--- src/rtl/sha_mem_pkg.sv ---
// Shared definitions for the SHA-256 memory arbitration slice: default widths,
// requester slot assignments, arbiter state encoding and the round-robin pick.
package sha_mem_pkg;

  localparam int ADDR_WIDTH_DEF = 6;
  localparam int DATA_WIDTH_DEF = 32;

  // Fixed requester slots on the shared K/H/message memory port.
  localparam int REQ_WEXP   = 0;
  localparam int REQ_COMP   = 1;
  localparam int REQ_DIGEST = 2;
  localparam int REQ_LOAD   = 3;

  typedef enum logic {
    ARB_FREE   = 1'b0,
    ARB_LOCKED = 1'b1
  } arb_state_e;

  // First requesting index at or after ptr, wrapping modulo n (n <= 8).
  // Returns -1 when nothing is requesting.
  function automatic int rr_pick_fn(input logic [7:0] req, input int ptr, input int n);
    int pick;
    int j;
    pick = -1;
    for (int k = 0; k < 8; k++) begin
      j = (ptr + k) % n;
      if (k < n && pick < 0 && req[j[2:0]]) pick = j;
    end
    return pick;
  endfunction

endpackage

--- src/rtl/sram_port_arbiter_if.sv ---
// Requester-side and SRAM-side bundle of the shared memory port; the arbiter
// takes the slave view, the requesters and SRAM together form the master view.
interface sram_port_arbiter_if import sha_mem_pkg::*; #(
  parameter int NUM_REQ    = 4,
  parameter int ADDR_WIDTH = ADDR_WIDTH_DEF,
  parameter int DATA_WIDTH = DATA_WIDTH_DEF
);

  logic [NUM_REQ-1:0]            req;
  logic [NUM_REQ-1:0]            lock;
  logic [NUM_REQ*ADDR_WIDTH-1:0] req_addr;
  logic [NUM_REQ-1:0]            req_write;
  logic [NUM_REQ*DATA_WIDTH-1:0] req_wdata;
  logic [NUM_REQ-1:0]            gnt;
  logic [NUM_REQ-1:0]            rvalid;
  logic [DATA_WIDTH-1:0]         rdata;
  logic                          sram_enable;
  logic                          sram_write;
  logic [ADDR_WIDTH-1:0]         sram_address;
  logic [DATA_WIDTH-1:0]         sram_wdata;
  logic [DATA_WIDTH-1:0]         sram_rdata;

  modport slave (
    input  req, lock, req_addr, req_write, req_wdata, sram_rdata,
    output gnt, rvalid, rdata, sram_enable, sram_write, sram_address, sram_wdata
  );

  modport master (
    output req, lock, req_addr, req_write, req_wdata, sram_rdata,
    input  gnt, rvalid, rdata, sram_enable, sram_write, sram_address, sram_wdata
  );

endinterface

--- src/rtl/sram_port_arbiter_rr_pick.sv ---
// Rotating-priority encoder: finds the first set request at or after the
// round-robin pointer and returns it both one-hot and as an index.
module rr_pick import sha_mem_pkg::*; #(
  parameter int NUM_REQ = 4,
  parameter int IDX_W   = (NUM_REQ > 1) ? $clog2(NUM_REQ) : 1
) (
  input  logic [NUM_REQ-1:0] req_i,
  input  logic [IDX_W-1:0]   ptr_i,
  output logic [NUM_REQ-1:0] onehot_o,
  output logic [IDX_W-1:0]   idx_o,
  output logic               valid_o
);

  int sel;

  always_comb begin
    sel      = rr_pick_fn(8'(req_i), int'(ptr_i), NUM_REQ);
    valid_o  = (sel >= 0);
    idx_o    = valid_o ? IDX_W'(sel) : '0;
    onehot_o = valid_o ? (NUM_REQ'(1) << idx_o) : '0;
  end

endmodule

--- src/rtl/sram_port_arbiter.sv ---
// Round-robin arbiter for one single-port SHA-256 memory with optional capped
// burst locking; SRAM controls are registered and read data returns two cycles after grant.
module sram_port_arbiter import sha_mem_pkg::*; #(
  parameter int NUM_REQ    = 4,
  parameter int ADDR_WIDTH = ADDR_WIDTH_DEF,
  parameter int DATA_WIDTH = DATA_WIDTH_DEF,
  parameter int MAX_BURST  = 8
) (
  input  logic                clk_i,
  input  logic                reset_i,
  sram_port_arbiter_if.slave  bus
);

  localparam int IDX_W = (NUM_REQ > 1) ? $clog2(NUM_REQ) : 1;
  localparam int CNT_W = $clog2(MAX_BURST) + 1;

  arb_state_e             state_q, state_d;
  logic [IDX_W-1:0]       owner_q, owner_d;
  logic [IDX_W-1:0]       rr_ptr_q, rr_ptr_d;
  logic [CNT_W-1:0]       burst_cnt_q, burst_cnt_d;
  logic [NUM_REQ-1:0]     tag1_q, tag2_q;
  logic                   sram_enable_q, sram_write_q;
  logic [ADDR_WIDTH-1:0]  sram_address_q;
  logic [DATA_WIDTH-1:0]  sram_wdata_q;

  logic [NUM_REQ-1:0]     pick_onehot, gnt_d;
  logic [IDX_W-1:0]       pick_idx, grant_idx;
  logic                   pick_valid, grant_valid, hold;

  rr_pick #(.NUM_REQ(NUM_REQ), .IDX_W(IDX_W)) u_rr_pick (
    .req_i    (bus.req),
    .ptr_i    (rr_ptr_q),
    .onehot_o (pick_onehot),
    .idx_o    (pick_idx),
    .valid_o  (pick_valid)
  );

  always_comb begin
    // NOTE: every output of this block gets a default first, so no path can infer a latch.
    state_d     = state_q;
    owner_d     = owner_q;
    rr_ptr_d    = rr_ptr_q;
    burst_cnt_d = burst_cnt_q;
    gnt_d       = '0;
    grant_idx   = pick_idx;
    grant_valid = 1'b0;

    hold = (state_q == ARB_LOCKED) && bus.req[owner_q] && bus.lock[owner_q]
           && (burst_cnt_q < CNT_W'(MAX_BURST));

    if (hold) begin
      grant_valid = 1'b1;
      grant_idx   = owner_q;
      gnt_d       = NUM_REQ'(1) << owner_q;
      burst_cnt_d = burst_cnt_q + 1'b1;
    end else begin
      // Released, capped or never locked: arbitrate normally in this same cycle.
      state_d     = ARB_FREE;
      burst_cnt_d = '0;
      if (pick_valid) begin
        grant_valid = 1'b1;
        gnt_d       = pick_onehot;
        rr_ptr_d    = (int'(pick_idx) == NUM_REQ - 1) ? '0 : pick_idx + 1'b1;
        if (bus.lock[pick_idx] && (MAX_BURST > 1)) begin
          state_d     = ARB_LOCKED;
          owner_d     = pick_idx;
          burst_cnt_d = CNT_W'(1);
        end
      end
    end

    if (reset_i) gnt_d = '0;
  end

  // NOTE: sequential state uses non-blocking assignments so every register samples pre-edge values.
  always_ff @(posedge clk_i) begin
    if (reset_i) begin
      state_q        <= ARB_FREE;
      owner_q        <= '0;
      rr_ptr_q       <= '0;
      burst_cnt_q    <= '0;
      tag1_q         <= '0;
      tag2_q         <= '0;
      sram_enable_q  <= 1'b0;
      sram_write_q   <= 1'b0;
      sram_address_q <= '0;
      sram_wdata_q   <= '0;
    end else begin
      state_q       <= state_d;
      owner_q       <= owner_d;
      rr_ptr_q      <= rr_ptr_d;
      burst_cnt_q   <= burst_cnt_d;
      tag1_q        <= (grant_valid && !bus.req_write[grant_idx]) ? gnt_d : '0;
      tag2_q        <= tag1_q;
      sram_enable_q <= grant_valid;
      sram_write_q  <= grant_valid && bus.req_write[grant_idx];
      if (grant_valid) begin
        sram_address_q <= bus.req_addr[grant_idx*ADDR_WIDTH +: ADDR_WIDTH];
        sram_wdata_q   <= bus.req_wdata[grant_idx*DATA_WIDTH +: DATA_WIDTH];
      end
    end
  end

  assign bus.gnt          = gnt_d;
  assign bus.rvalid       = tag2_q;
  assign bus.rdata        = bus.sram_rdata;
  assign bus.sram_enable  = sram_enable_q;
  assign bus.sram_write   = sram_write_q;
  assign bus.sram_address = sram_address_q;
  assign bus.sram_wdata   = sram_wdata_q;

endmodule

--- src/flat_wrapper.sv ---
// flat-port wrapper written by rule: the top's interface ports become plain ports
module sram_port_arbiter_flat import sha_mem_pkg::*;
#(
  parameter int NUM_REQ    = 4,
  parameter int ADDR_WIDTH = ADDR_WIDTH_DEF,
  parameter int DATA_WIDTH = DATA_WIDTH_DEF,
  parameter int MAX_BURST  = 8
)
  (clk_i, reset_i, bus_req, bus_lock, bus_req_addr, bus_req_write, bus_req_wdata, bus_sram_rdata, bus_gnt, bus_rvalid, bus_rdata, bus_sram_enable, bus_sram_write, bus_sram_address, bus_sram_wdata);
  sram_port_arbiter_if #(.NUM_REQ(NUM_REQ), .ADDR_WIDTH(ADDR_WIDTH), .DATA_WIDTH(DATA_WIDTH)) bus_i ();
  input  logic clk_i;
  input  logic reset_i;
  input wire logic [$bits(bus_i.req)-1:0] bus_req;
  input wire logic [$bits(bus_i.lock)-1:0] bus_lock;
  input wire logic [$bits(bus_i.req_addr)-1:0] bus_req_addr;
  input wire logic [$bits(bus_i.req_write)-1:0] bus_req_write;
  input wire logic [$bits(bus_i.req_wdata)-1:0] bus_req_wdata;
  input wire logic [$bits(bus_i.sram_rdata)-1:0] bus_sram_rdata;
  output wire logic [$bits(bus_i.gnt)-1:0] bus_gnt;
  output wire logic [$bits(bus_i.rvalid)-1:0] bus_rvalid;
  output wire logic [$bits(bus_i.rdata)-1:0] bus_rdata;
  output wire logic [$bits(bus_i.sram_enable)-1:0] bus_sram_enable;
  output wire logic [$bits(bus_i.sram_write)-1:0] bus_sram_write;
  output wire logic [$bits(bus_i.sram_address)-1:0] bus_sram_address;
  output wire logic [$bits(bus_i.sram_wdata)-1:0] bus_sram_wdata;
  assign bus_i.req = bus_req;
  assign bus_i.lock = bus_lock;
  assign bus_i.req_addr = bus_req_addr;
  assign bus_i.req_write = bus_req_write;
  assign bus_i.req_wdata = bus_req_wdata;
  assign bus_i.sram_rdata = bus_sram_rdata;
  assign bus_gnt = bus_i.gnt;
  assign bus_rvalid = bus_i.rvalid;
  assign bus_rdata = bus_i.rdata;
  assign bus_sram_enable = bus_i.sram_enable;
  assign bus_sram_write = bus_i.sram_write;
  assign bus_sram_address = bus_i.sram_address;
  assign bus_sram_wdata = bus_i.sram_wdata;
  sram_port_arbiter #(.NUM_REQ(NUM_REQ), .ADDR_WIDTH(ADDR_WIDTH), .DATA_WIDTH(DATA_WIDTH), .MAX_BURST(MAX_BURST)) u_core (.clk_i(clk_i), .reset_i(reset_i), .bus(bus_i));
endmodule
--- config.mk ---
export PLATFORM = sky130hd
export DESIGN_NAME = sram_port_arbiter_flat
export DESIGN_NICKNAME = d
export VERILOG_FILES = /design/src/rtl/sha_mem_pkg.sv /design/src/rtl/sram_port_arbiter_if.sv /design/src/rtl/sram_port_arbiter_rr_pick.sv /design/src/rtl/sram_port_arbiter.sv /design/src/flat_wrapper.sv
export SDC_FILE = /design/constraint.sdc
export NUM_CORES = 1
export LEC_CHECK = 0
export ABC_AREA = 1
export CAP_MARGIN = 20
export CORE_UTILIZATION = 35
export CTS_CLUSTER_DIAMETER = 30
export DETAILED_ROUTE_END_ITERATION = 6
export PLACE_DENSITY = 0.75
export SLEW_MARGIN = 5
export SYNTH_ARGS = -nofsm -noshare
export SYNTH_HDL_FRONTEND = slang
export SYNTH_SLANG_ARGS = --single-unit
--- constraint.sdc ---
create_clock -name clk_i -period 4.4 [get_ports clk_i]
set_clock_uncertainty 0.1 [all_clocks]
set_input_delay 0.66 -clock clk_i [delete_from_list [all_inputs] [get_ports clk_i]]
set_output_delay 0.66 -clock clk_i [all_outputs]
set_load 0.01 [all_outputs]
# Yosys cells after proc, flatten, opt, wreduce, memory -nomap -nowiden
# Index checks and enable logic that the tools add are counted.
dict set report word_totals {
  reg_bits 57
  word_cells 86
  in_bits 198
}
dict set report op_classes {
  multipliers 1
  bitwise_logic 5
  reduce_logical 15
  n_shift 4
  eq_ne 1
  n_lt_le_gt_ge 12
  n_mux 33
  n_addsub 5
}
# op count
set op_table {}
lappend op_table {{2-to-1 mux 32 bit} 4}
lappend op_table {{indexed part select 128 x 8 -> 32 bit} 1}
lappend op_table {{< comparator 32 x 1 -> 1 bit, second input constant} 3}
lappend op_table {{greater-or-equal comparator 32 x 1 -> 1 bit, second input constant} 1}
lappend op_table {{indexed part select 24 x 6 -> 6 bit} 1}
lappend op_table {{2-to-1 mux 4 bit} 5}
lappend op_table {{2-to-1 mux 1 bit} 13}
lappend op_table {{< comparator 3 x 4 -> 1 bit, second input constant} 3}
lappend op_table {{binary-select mux 1 bit (select 2 bit)} 5}
lappend op_table {{binary-select mux 1 bit (select 3 bit)} 3}
lappend op_table {{< comparator 2 x 3 -> 1 bit, second input constant} 3}
lappend op_table {{logical AND 1 bit} 8}
lappend op_table {{OR reduction 2 bit} 4}
lappend op_table {{left shift 1 x 2 -> 4 bit, first input constant} 2}
lappend op_table {{2-to-1 mux 2 bit} 3}
lappend op_table {{adder 2 x 1 -> 2 bit, second input constant} 2}
lappend op_table {{adder 2 bit, second input constant} 2}
lappend op_table {{adder 4 x 1 -> 4 bit, second input constant} 1}
lappend op_table {{< comparator 2 x 4 -> 1 bit, second input constant} 1}
lappend op_table {{< comparator 4 bit, second input constant} 1}
lappend op_table {{multiplier 2 x 2 -> 4 bit, second input constant} 1}
lappend op_table {{AND 1 bit, first input constant} 3}
lappend op_table {{AND reduction 3 bit} 1}
lappend op_table {{== test 2 x 1 -> 1 bit, second input constant} 1}
lappend op_table {{3 further kinds} 4}

# Depth between registers and ports, before layout
# Gate-level depths: netlist of run 1.
dict set report logic_depth {
  depth_word 22
  depth_mapped 19
  depth_no_buf 16
}

# Hierarchy
# A second synthesis of run 1 with hierarchy kept.
dict set report unflattened {
  hier_cells 851
  area_unflattened_um2 4937.2
}
# module area_each_um2 instances cells_per_inst
set modules_own_cells {}
lappend modules_own_cells {sram_port_arbiter 4584.4 1 783}
lappend modules_own_cells {rr_pick 352.8 1 68}

# Worst setup path after synthesis of run 1
# No wires, ideal clock.
dict set report synth_path {
  path_kind {input to output}
  startpoint {input port bus_req[1]}
  endpoint {output port bus_gnt[3]}
  path_buffers 0
  path_slack_ns 1.594
  arrival_ns 2.046
  t_required_ns 3.640
  path_stages 12
  cell_sequence {inv_1 > nand2_1 > nand3_1 > nand2_2 > inv_1 > nand2_1 > nand2_1 > nand3_4 > inv_1 > ha_1 > inv_1 > o32ai_1}
}
dict set report synth_via {
  elab_chain_cells 18
  elab_cells_between_ends 29
}
# element line_no
set synth_rtl {}
lappend synth_rtl {{start: declaration} flat_wrapper.sv:13} ;# input wire logic [$bits(bus_i.req)-1:0] bus_req;
lappend synth_rtl {{binary-select mux 1 bit (select 2 bit)} sha_mem_pkg.sv:27} ;# if (k < n && pick < 0 && req[j[2:0]]) pick = j;
lappend synth_rtl {{2-to-1 mux 1 bit (implied by the code)} sha_mem_pkg.sv:27}
lappend synth_rtl {{2-to-1 mux 32 bit} sha_mem_pkg.sv:27}
lappend synth_rtl {{< comparator 32 x 1 -> 1 bit} sha_mem_pkg.sv:27}
lappend synth_rtl {{logical AND 1 bit} sha_mem_pkg.sv:27}
lappend synth_rtl {{2-to-1 mux 32 bit} sha_mem_pkg.sv:27}
lappend synth_rtl {{< comparator 32 x 1 -> 1 bit} sha_mem_pkg.sv:27}
lappend synth_rtl {{logical AND 1 bit} sha_mem_pkg.sv:27}
lappend synth_rtl {{[... 3 more ...]} --}
lappend synth_rtl {{2-to-1 mux 32 bit *} sha_mem_pkg.sv:27}
lappend synth_rtl {{greater-or-equal comparator 32 x 1 -> 1 bit} sram_port_arbiter_rr_pick.sv:18} ;# valid_o = (sel >= 0);
lappend synth_rtl {{2-to-1 mux 2 bit *} sram_port_arbiter_rr_pick.sv:19} ;# idx_o = valid_o ? IDX_W'(sel) : '0;
lappend synth_rtl {{via u_core.pick_idx[0]} sram_port_arbiter.sv:27} ;# logic [IDX_W-1:0] pick_idx, grant_idx;
lappend synth_rtl {{left shift 1 x 2 -> 4 bit *} sram_port_arbiter_rr_pick.sv:20} ;# onehot_o = valid_o ? (NUM_REQ'(1) << idx_o) : '0;
lappend synth_rtl {{2-to-1 mux 4 bit *} sram_port_arbiter.sv:60} ;# if (pick_valid) begin
lappend synth_rtl {{2-to-1 mux 4 bit *} sram_port_arbiter.sv:51} ;# if (hold) begin
lappend synth_rtl {{2-to-1 mux 4 bit *} sram_port_arbiter.sv:72} ;# if (reset_i) gnt_d = '0;
lappend synth_rtl {{end: declaration} flat_wrapper.sv:19} ;# output wire logic [$bits(bus_i.gnt)-1:0] bus_gnt;
# Mark *: on every way through the listed nets, which the timed path passes. The rest lies on a longest branch. The select of a mux whose other input is x is not followed.

# Worst setup path in the final report of run 1
dict set report layout_path {
  startpoint {input port bus_req[3]}
  endpoint {output port bus_gnt[1]}
}
# The elaborated chain is that of the path after synthesis.

==> results of run 1 <==
==> synthesized netlist by cell type (all sizes together) <==
master	n
o211ai	1
o21ai	42
dfxtp	57
inv	262
nor2	22
nand3b	1
a21oi	6
nand3	207
o22ai	1
clkbuf	17
ha	5
buf	61
nor3	1
xnor2	1
nand2	178
nand4	3
o32ai	3
==> final cells by class <==
cell class,count,share of cell area [%]
Clock buffer,11,3.54
Clock inverter,5,1.75
Inverter,262,13.8
Multi-Input combinational cell,471,31.1
Sequential cell,57,16.0
Tap cell,176,3.08
Timing Repair Buffer,220,30.7
==> layer usage <==
metal  vias up  global-route usage, %  wire [microns]
met5         -                      0               0
met4         0                   5.70             185
met3        18                   6.13            1250
met2       215                   36.8            7030
met1      2383                   24.2            6150
li1       2859                      -               -
==> registers in the layout, indices dropped and copies added (netlist names) <==
name / cells
u_core.tag1_q: 4
u_core.bus.sram_write: 1
u_core.bus.rvalid: 4
u_core.bus.sram_wdata: 32
u_core.state_q: 1
u_core.bus.sram_enable: 1
u_core.rr_ptr_q: 2
u_core.owner_q: 2
u_core.burst_cnt_q: 4
u_core.bus.sram_address: 6
==> power by group through the flow <==
stage	clock, uW	sequential, uW	combinational (uW)
4_1_cts	898	826	3520
5_1_grt	921	845	3950
3_5_place_dp	0	831	3520
2_1_floorplan	0	879	2500
6_report	877	824	3480
3_3_place_gp	0	832	3470
==> path summary, 6_finish.rpt <==
check | start | end | slack, ns | depth (start not counted)
max | bus_req[3] | bus_gnt[1] | 0.45 | 14
max reg2reg | u_core.rr_ptr_q[0] | u_core.tag1_q[2] | 1.24 | 16
min | u_core.tag1_q[1] | u_core.bus.rvalid[1] | 0.30 | 2
min reg2reg | u_core.tag1_q[1] | u_core.bus.rvalid[1] | 0.30 | 2
==> stage by stage <==
| step | setup slack (ns) | std cells | total power (uW) | hold WS (ns) | cell area [sq um] |
|---|---|---|---|---|---|
| after global placement | 0.565 | 1186 | 4300 | 0.292 | 6770 |
| final | 0.455 | 1202 | 5190 | 0.299 | 7150 |
| after global routing | 0.281 | 1202 | 5720 | 0.319 | 7150 |
| after floorplan | 1.59 | 868 | 3380 | 0.288 | 4830 |
| after detailed placement | 0.483 | 1186 | 4350 | 0.293 | 6770 |
| after CTS | 0.476 | 1202 | 5250 | 0.300 | 7150 |
==> critical path, delay by kind of cell <==
family	cells	cell delay, ns
compound gates	1	0.33
fa+ha+maj	1	0.17
buf+inv	6	1.43
simple gates	6	0.59
==> logic make-up after synthesis <==
| logic type | count (synthesis) | share of synthesized area (%) |
|---|---|---|
| flip-flops | 57 | 23.6 |
| AO/OA/AOI/OAI | 53 | 5.81 |
| adder cells (fa/ha/maj) | 5 | 1.30 |
| XOR/XNOR | 1 | 0.181 |
| AND/OR/NAND/NOR | 412 | 38.7 |
| buffers and inverters | 340 | 30.4 |
==> key figures, run 1 <==
Run status
  – Status: complete, no violations

CTS
  – CTS clk-pin slew, worst paths: approximately 0.050 ns
  – Post-CTS Setup Bufs: 0
  – TritonCTS Buffers: 9
  – CTS Root Cell: clkbuf_16
  – Hold buffers post-CTS: 0
  – CTS max path bufs: 2
  – CTS tree: done
  – Post-CTS sizing: 0
  – Worst skew pair latency: 0.32 ns
  – CTS sink count: 57
  – H-Tree Level Count: 3

Synth
  – Distinct cells, synth: 26
  – Post-synthesis register bit count: 57
  – Top cells by area, synth: dfxtp_1 (24%), nand3_1 (21%), inv_1 (20%), nand2_1 (13%), buf_4 (5.3%)
  – Synth warn: 0
  – Post-Syn Area per Cell: around 5.6 sq um
  – Post-Syn Nets: roughly 1,100
  – Post-synth top area cell: dfxtp_1
  – Sequential element share of the synthesized area: a little under a quarter
  – Synth Instances: 868
  – Yosys top cell area share: between 20% and 30%
  – Synth Cell Area: slightly below 5000 sq um

Pwr
  – Internal power: about 2700 uW
  – Switching Fraction: 48.4%
  – Clk pwr share: about 17%
  – Comb power frac: around 67%
  – Net load switching power: between 2000 and 3000 uW
  – Pleak: ~0.0040 uW
  – Pwr per Cell Area: between 700 and 800 nW/um^2
  – Part of the power in registers: 15.9%
  – Peak supply drop: between 0.4 and 0.5 mV

Route
  – 1st-iter DRT viols: 340
  – Remaining DRCs: 0
  – Vias: approximately 5,500
  – Antenna viol nets, final: 0
  – WL per Instance: 12.2 microns
  – Post-Route WL: roughly 15,000 microns
  – DRT Pass-1 Iters: 5
  – Via/cell ratio: roughly 4.6

Timing
  – RSZ-0062 raised after global routing: false
  – Tcrit/Tclk final: approximately 90%
  – Setup Viol. Count Final: 0
  – Endpoints failing hold: 0
  – Max Slew Vio Count: 0
  – Crit path time final: around 3.9 ns
  – Peak Freq: about 250 MHz
  – Setup TNS: 0 ns
  – Slew headroom: a little under half
  – Slew @ Worst Pin: just under 0.8 ns

Critical path
  – Worst EP required: 3.64 ns
  – CP max FO: 5
  – Setup crit start kind: primary input
  – Critical Path, Cell by Cell: clkdlybuf4s50_1, inv_1, nand2_1, nand3_1, nand2_2, inv_1, nand3_1, nand3_1, nand2_1, inv_1, ha_1, inv_1, o32ai_1, clkdlybuf4s50_1
  – CP endpoint kind: primary output
  – Crit path arrival time: between 3 and 4 ns
  – CP Class: primary input to primary output
  – CP max stage cell: clkdlybuf4s50_1
  – Most Frequent Cell on Critical Path: inv_1
  – CP peak stage delay: approximately 0.60 ns

Global route
  – Initial antenna violation count: 0
  – Global-route usage over all layers: a little over a fifth
  – Vias in the first global route: 5,008
  – Global-route wire length before repair: around 24,000 microns
  – Total gr overflow: 0
  – Pin count of the biggest net entering global routing: 80

Cells and area
  – FILL cells: 1,387
  – N_diodes: 0
  – Share of post-route cells with drive strength above 1: around 3.7%
  – Commonest non-fill, non-tap cell in the layout: inv_1
  – Nets: about 1,200
  – Layout area overhead: 48.1%
  – Footprint of the multi-input gates: between 2000 and 2500 sq um
  – Total area of sequential cells: between 1000 and 1500 sq um
  – Final Util: 53.5%
  – Commonest cells after routing, fill and taps aside: inv_1 (256), clkdlybuf4s50_1 (213), nand3_1 (205), nand2_1 (172), dfxtp_1 (57)

Placed design
  – Final HPWL DP: roughly 10,000 microns
  – I/O Buffers: around 210
  – Placer Congestion: 0.855

Die
  – # IOs: between 200 and 300
  – Core Area: 13,300 sq um
  – Site Rows: 42
  – Chip Width: between 100 and 150 microns
  – Die ar.: roughly 14,000 sq um
  – Die height: 119 microns
  – Initial core utilization: between 30% and 40%

Hold path
  – Hold Crit Class: flop to flop

Run
  – Max cap viols: 0
Power figures use the tool's default switching activity.
==> run 2, diff against run 1 <==
--- a/config.mk
+++ b/config.mk
@@ -10,7 +10,7 @@
 export CORE_UTILIZATION = 35
 export CTS_CLUSTER_DIAMETER = 30
 export DETAILED_ROUTE_END_ITERATION = 6
-export PLACE_DENSITY = 0.75
+export PLACE_DENSITY = 0.76
 export SLEW_MARGIN = 5
 export SYNTH_ARGS = -nofsm -noshare
 export SYNTH_HDL_FRONTEND = slang
==> key figures, run 2 (synthesis gave the netlist of run 1 again) <==
Global route
  – Vias in the first global route: 4,836 (-3.4%)
  – Total gr overflow: 0 (unchanged)
  – Initial antenna violation count: 0 (unchanged)
  – Global-route wire length before repair: 23,800 microns (about the same)
  – Pin count of the biggest net entering global routing: 79 (-1.3%)
  – Global-route usage over all layers: 20.7% (-0.13 points)

Placed design
  – Placer Congestion: 0.882 (+3.2%)
  – I/O Buffers: 213 (unchanged)
  – Final HPWL DP: 10,400 microns (-0.48%)
  – Placed Cells: 1,187 (+0.084%)

Cells and area
  – Non-filler instance count after layout: 1,203 (+0.083%)
  – Commonest cells after routing, fill and taps aside: inv_1 (256), clkdlybuf4s50_1 (213), nand3_1 (205), nand2_1 (172), dfxtp_1 (57)
  – FILL cells: 1,360 (-1.9%)
  – Largest register FFs: 32 (unchanged)
  – Layout area overhead: 47.2%
  – Share of post-route cells with drive strength above 1: 3.80% (+0.094 points)
  – Commonest non-fill, non-tap cell in the layout: inv_1
  – N_diodes: 0 (unchanged)
  – Nets: 1,225 (+0.082%)

CTS
  – CTS Root Cell: clkbuf_16
  – TritonCTS Buffers: 9 (unchanged)
  – Post-CTS Setup Bufs: 0 (unchanged)
  – Hold buffers post-CTS: 0 (unchanged)
  – Post-CTS sizing: 0 (unchanged)
  – CTS clk-pin slew, worst paths: 0.05 ns (about the same)
  – CTS max path bufs: 2 (unchanged)
  – H-Tree Level Count: 3 (unchanged)
  – Worst skew pair latency: 0.32 ns (about the same)
  – CTS sink count: 57 (unchanged)
  – CTS tree: done

Critical path
  – R2R cell count: 16 (unchanged)
  – FF-to-FF setup slack: 1.28 ns (+0.04 ns)
  – Worst EP required: 3.64 ns (about the same)
  – R2r startpoint: u_core.rr_ptr_q[0]
  – Crit path arrival time: 3.19 ns (about the same)
  – CP Class: primary input to primary output
  – CP endpoint kind: primary output
  – Reg-to-Reg End: u_core.tag1_q[0]
  – CP max FO: 8 (+3)
  – Setup crit start: bus_req[2]
  – Setup crit start kind: primary input

Route
  – Remaining DRCs: 0 (unchanged)
  – Via/cell ratio: 4.55 (-0.21%)
  – Antenna viol nets, final: 0 (unchanged)
  – Vias: 5,468 (-0.13%)
  – 1st-iter DRT viols: 404 (+19%)
  – DRT Pass-1 Iters: 4 (-1)
  – Post-Route WL: 14,700 microns (+0.25%)
  – WL per Instance: 12.2 microns (+0.16%)

Hold path
  – Hold Crit Class: flop to flop
  – Hold_sp: u_core.tag1_q[2]
  – Min-Delay Endpoint: u_core.bus.rvalid[2]
  – Hold path depth: 2 (unchanged)

Die
  – Die ar.: 14,300 sq um (unchanged)
  – Initial core utilization: 36.2% (unchanged)
  – Die height: 119 microns (unchanged)
  – Core Area: 13,300 sq um (unchanged)
  – # IOs: 278 (unchanged)
  – Chip Width: 119 microns (unchanged)
  – Site Rows: 42 (unchanged)

Run status
  – Status: complete, no violations

Timing
  – Setup TNS: 0 ns (unchanged)
  – Max Slew Vio Count: 0 (unchanged)
  – Slew headroom: 44.1% (-2.7 points)
  – RSZ-0062 raised after global routing: false
  – Slew @ Worst Pin: 0.838 ns (+0.0421 ns)
  – Setup Viol. Count Final: 0 (unchanged)
  – Peak Freq: 253 MHz (about the same)
  – Crit path time final: 3.95 ns (+0.00373 ns)
  – Tcrit/Tclk final: 89.8% (about the same)
  – Endpoints failing hold: 0 (unchanged)

Pwr
  – Peak supply drop: 0.716 mV (+78%)
  – Pleak: 0.00401 uW (-0.48%)
  – Total power: 5120 uW (-1.2%)
  – Pwr per Cell Area: 721 nW/um^2 (-0.66%)

Run
  – Max cap viols: 0 (unchanged)
==> run 2: report_power, final <==
| part | switching, uW | internal [uW] | total, uW |
|---|---|---|---|
| registers | 107 | 720 | 826 |
| logic | 2200 | 1330 | 3530 |
| clock network | 241 | 524 | 765 |
| total | 2540 | 2580 | 5120 |
==> run 2: final cells by class <==
| type | count | area (sq um) | share of cell area [%] |
|---|---|---|---|
| flip-flops and latches | 57 | 1140 | 16.1 |
| repair buffers | 221 | 2200 | 31.0 |
| well taps | 176 | 220 | 3.10 |
| inverters | 262 | 988 | 13.9 |
| clock buffers | 11 | 253 | 3.56 |
| multi-input cells | 471 | 2220 | 31.3 |
| clock inverters | 5 | 77.6 | 1.09 |
==> run 2: how the worst max path moves through the flow <==
stage            endpoint  slack, ns  depth (start not counted)
5_1_grt        bus_gnt[1]       0.24                         15
6_report       bus_gnt[1]       0.45                         13
2_1_floorplan  bus_gnt[3]       1.59                         12
3_5_place_dp   bus_gnt[1]       0.50                         13
4_1_cts        bus_gnt[1]       0.49                         13
3_3_place_gp   bus_gnt[3]       0.57                         13
==> run 2: worst max-delay path: stages <==
cell and delay (ns):
clkdlybuf4s50_1 0.51, inv_1 0.07, nand2_1 0.10, nand3_1 0.09
nand2_2 0.11, inv_1 0.07, nand3_1 0.16, nand3_4 0.16
inv_1 0.11, ha_1 0.14, inv_1 0.04, o32ai_1 0.36
clkdlybuf4s50_1 0.61
==> run 2: stage by stage <==
stage                     instance area, sq um  setup slack [ns]  util [%]  hold slack, ns
final                                     7110             0.451      53.2           0.303
after global routing                      7110             0.244      53.2           0.313
after CTS                                 7110             0.486      53.2           0.307
after detailed placement                  6780             0.497      50.8           0.298
after global placement                    6780             0.569      50.8           0.290
after floorplan                           4830              1.59         -           0.288
==> run 2: routing by layer <==
metal,vias to the layer above,GRT usage (%),share of wire [%]
met5,-,0,0
met4,0,6.64,1.7
li1,2861,-,-
met3,24,5.22,7.4
met1,2407,25.2,42
met2,176,35.4,48
==> run 3, diff against run 2 <==
--- a/config.mk
+++ b/config.mk
@@ -6,11 +6,11 @@
 export NUM_CORES = 1
 export LEC_CHECK = 0
 export ABC_AREA = 1
-export CAP_MARGIN = 20
+export CAP_MARGIN = 30
 export CORE_UTILIZATION = 35
 export CTS_CLUSTER_DIAMETER = 30
 export DETAILED_ROUTE_END_ITERATION = 6
-export PLACE_DENSITY = 0.76
+export PLACE_DENSITY = 0.79
 export SLEW_MARGIN = 5
 export SYNTH_ARGS = -nofsm -noshare
 export SYNTH_HDL_FRONTEND = slang
==> constraint.sdc (replaced) <==
create_clock -name clk_i -period 3.3 [get_ports clk_i]
set_clock_uncertainty 0.1 [all_clocks]
set_input_delay 0.495 -clock clk_i [delete_from_list [all_inputs] [get_ports clk_i]]
set_output_delay 0.495 -clock clk_i [all_outputs]
set_load 0.01 [all_outputs]
==> key figures, run 3 (synthesis gave the netlist of run 1 again) <==
Run status
  – Status: complete, no violations

Critical path
  – CP Class: primary input to primary output
  – CP endpoint kind: primary output
  – R2r startpoint: u_core.rr_ptr_q[0]
  – Worst EP required: 2.70 ns (-0.94 ns)
  – Critical Path, Cell by Cell: clkdlybuf4s50_1, inv_1, nand2_1, nand2_1, nand2_1, nand2_1, nand2_1, nand3_1, nand3_4, ha_1, inv_1, o32ai_1, dlygate4sd2_1
  – FF-to-FF setup slack: 0.66 ns (-0.62 ns)
  – CP max FO: 3 (-5)
  – R2R cell count: 14 (-2)
  – CP peak stage delay: 0.50 ns (-0.11 ns)
  – Reg-to-Reg End: u_core.tag1_q[1]
  – Most Frequent Cell on Critical Path: nand2_1
  – Crit path arrival time: 2.55 ns (-0.64 ns)
  – CP max stage cell: clkdlybuf4s50_1
  – Setup crit start kind: primary input

Die
  – Site Rows: 42 (unchanged)
  – Die height: 119 microns (unchanged)
  – # IOs: 278 (unchanged)
  – Core Area: 13,300 sq um (unchanged)
  – Die ar.: 14,300 sq um (unchanged)
  – Initial core utilization: 36.2% (unchanged)
  – Chip Width: 119 microns (unchanged)

Route
  – Remaining DRCs: 0 (unchanged)
  – WL per Instance: 11.8 microns (-3.1%)
  – Post-Route WL: 14,400 microns (-1.9%)
  – 1st-iter DRT viols: 353 (-13%)
  – Antenna viol nets, final: 0 (unchanged)
  – Vias: 5,560 (+1.7%)
  – Via/cell ratio: 4.57 (+0.51%)
  – DRT Pass-1 Iters: 5 (+1)

Timing
  – Setup Viol. Count Final: 0 (unchanged)
  – Crit path time final: 3.14 ns
  – Endpoints failing hold: 0 (unchanged)
  – Slew headroom: 49.1% (+5.0 points)
  – Tcrit/Tclk final: a little over nine tenths
  – Max Slew Vio Count: 0 (unchanged)
  – Setup TNS: 0 ns (unchanged)
  – Slew @ Worst Pin: 0.762 ns (-0.0762 ns)
  – RSZ-0062 raised after global routing: false
  – Peak Freq: 318 MHz

Global route
  – Total gr overflow: 0 (unchanged)
  – Pin count of the biggest net entering global routing: 80 (+1.3%)
  – Vias in the first global route: 4,984 (+3.1%)
  – Global-route usage over all layers: 20.2% (-0.48 points)
  – Initial antenna violation count: 0 (unchanged)
  – Global-route wire length before repair: 23,400 microns (-1.5%)

Hold path
  – Min-Delay Endpoint: u_core.bus.rvalid[3]
  – Hold Crit Class: flop to flop
  – Hold path depth: 2 (unchanged)
  – Hold_sp: u_core.tag1_q[3]

Run
  – Max cap viols: 0 (unchanged)

Cells and area
  – Layout area overhead: 49.7%
  – Commonest non-fill, non-tap cell in the layout: inv_1
  – Non-filler instance count after layout: 1,217 (+1.2%)
  – Total area of sequential cells: 1140 sq um (+0.11%)
  – Nets: 1,239 (+1.1%)
  – Share of post-route cells with drive strength above 1: 5.96% (+2.2 points)
  – N_diodes: 0 (unchanged)
  – Footprint of the multi-input gates: 2240 sq um (+0.96%)
  – Largest register FFs: 32 (unchanged)
  – Commonest cells after routing, fill and taps aside: inv_1 (255), clkdlybuf4s50_1 (209), nand3_1 (204), nand2_1 (170), dfxtp_1 (56)
  – FILL cells: 1,339 (-1.5%)

Placed design
  – I/O Buffers: 213 (unchanged)
  – Final HPWL DP: 10,500 microns (+1.1%)
  – Placed Cells: 1,201 (+1.2%)
  – Placer Congestion: 0.881 (about the same)

CTS
  – TritonCTS Buffers: 9 (unchanged)
  – CTS clk-pin slew, worst paths: 0.05 ns (about the same)
  – CTS Root Cell: clkbuf_16
  – CTS tree: done
  – CTS max path bufs: 2 (unchanged)
  – Post-CTS Setup Bufs: 0 (unchanged)
  – H-Tree Level Count: 3 (unchanged)
  – Worst skew pair latency: 0.31 ns (about the same)
  – CTS sink count: 57 (unchanged)

Pwr
  – Pleak: 0.00409 uW (+2.0%)
  – Pwr per Cell Area: 957 nW/um^2 (+33%)
  – Peak supply drop: 0.464 mV (-35%)
run 3: changes by cell type in the layout (fill, tap and decap cells not counted), moves of 2 or more:
cell             change
dlygate4sd2_1        +2
clkbuf_8             -2
clkinv_4             +2
clkdlybuf4s50_1      -4
nand2_1              -2
nand2_2              +2
buf_4               +13
clkbuf_2             +2
run 3: area by class of cell:
class                   instances  share of cell area, %
repair buffers                235                   32.0
clock buffers                   9                   3.12
multi-input cells             471                   31.1
flip-flops and latches         57                   15.8
clock inverters                 7                   1.32
inverters                     262                   13.7
well taps                     176                   3.05
run 3: routing by layer:
metal	GRT usage (%)	part of all wire, %	routed length [microns]	vias to the layer above
met2	35.4	48	6970	212
met4	5.94	1.7	246	0
met3	5.22	7.3	1060	17
li1	-	-	-	2889
met5	0	0	0	-
met1	24.1	42	6100	2442
run 3: metrics by stage:
| stage | total power [uW] | hold slack [ns] | utilization [%] | setup slack, ns | instance area, sq um |
|---|---|---|---|---|---|
| after global placement | 5900 | 0.292 | 51.6 | -0.141 | 6890 |
| after global routing | 7610 | 0.309 | 54.1 | 0.00941 | 7220 |
| after CTS | 6960 | 0.301 | 54.1 | 0.0906 | 7220 |
| after detailed placement | 5950 | 0.294 | 51.6 | -0.202 | 6890 |
| final | 6910 | 0.300 | 54.1 | 0.160 | 7220 |
| after floorplan | 4510 | 0.288 | - | 0.824 | 4830 |
run 3: what timing repair did:
item                                    in CTS  in global routing
hold buffers                                 0                  0
cloned                                       0                  0
pin swaps                                    0                  1
endpoints found under the hold margin        0                  0
resized for setup                            7                  8
endpoints found under the setup margin       4                  4
run 3: how the worst max path moves through the flow:
stage,startpoint,end,slack (ns),cells past startpoint
2_1_floorplan,bus_req[1],bus_gnt[3],0.82,12
3_3_place_gp,bus_req[2],bus_gnt[3],-0.14,13
3_5_place_dp,bus_req[2],bus_gnt[1],-0.20,13
4_1_cts,bus_req[2],bus_gnt[0],0.09,15
5_1_grt,bus_req[0],bus_gnt[2],0.009,13
6_report,bus_req[0],bus_gnt[2],0.16,13
run 3: critical path, delay by kind of cell:
kind | cells | cell delay (ns)
compound gates | 1 | 0.32
fa+ha+maj | 1 | 0.14
buf+inv | 4 | 0.92
simple gates | 7 | 0.67
run 3: report_power, final:
part	internal (uW)	leakage, uW	switching (uW)
registers	961	0.000472	142
logic	1910	0.00346	2910
clock network	659	0.000155	324
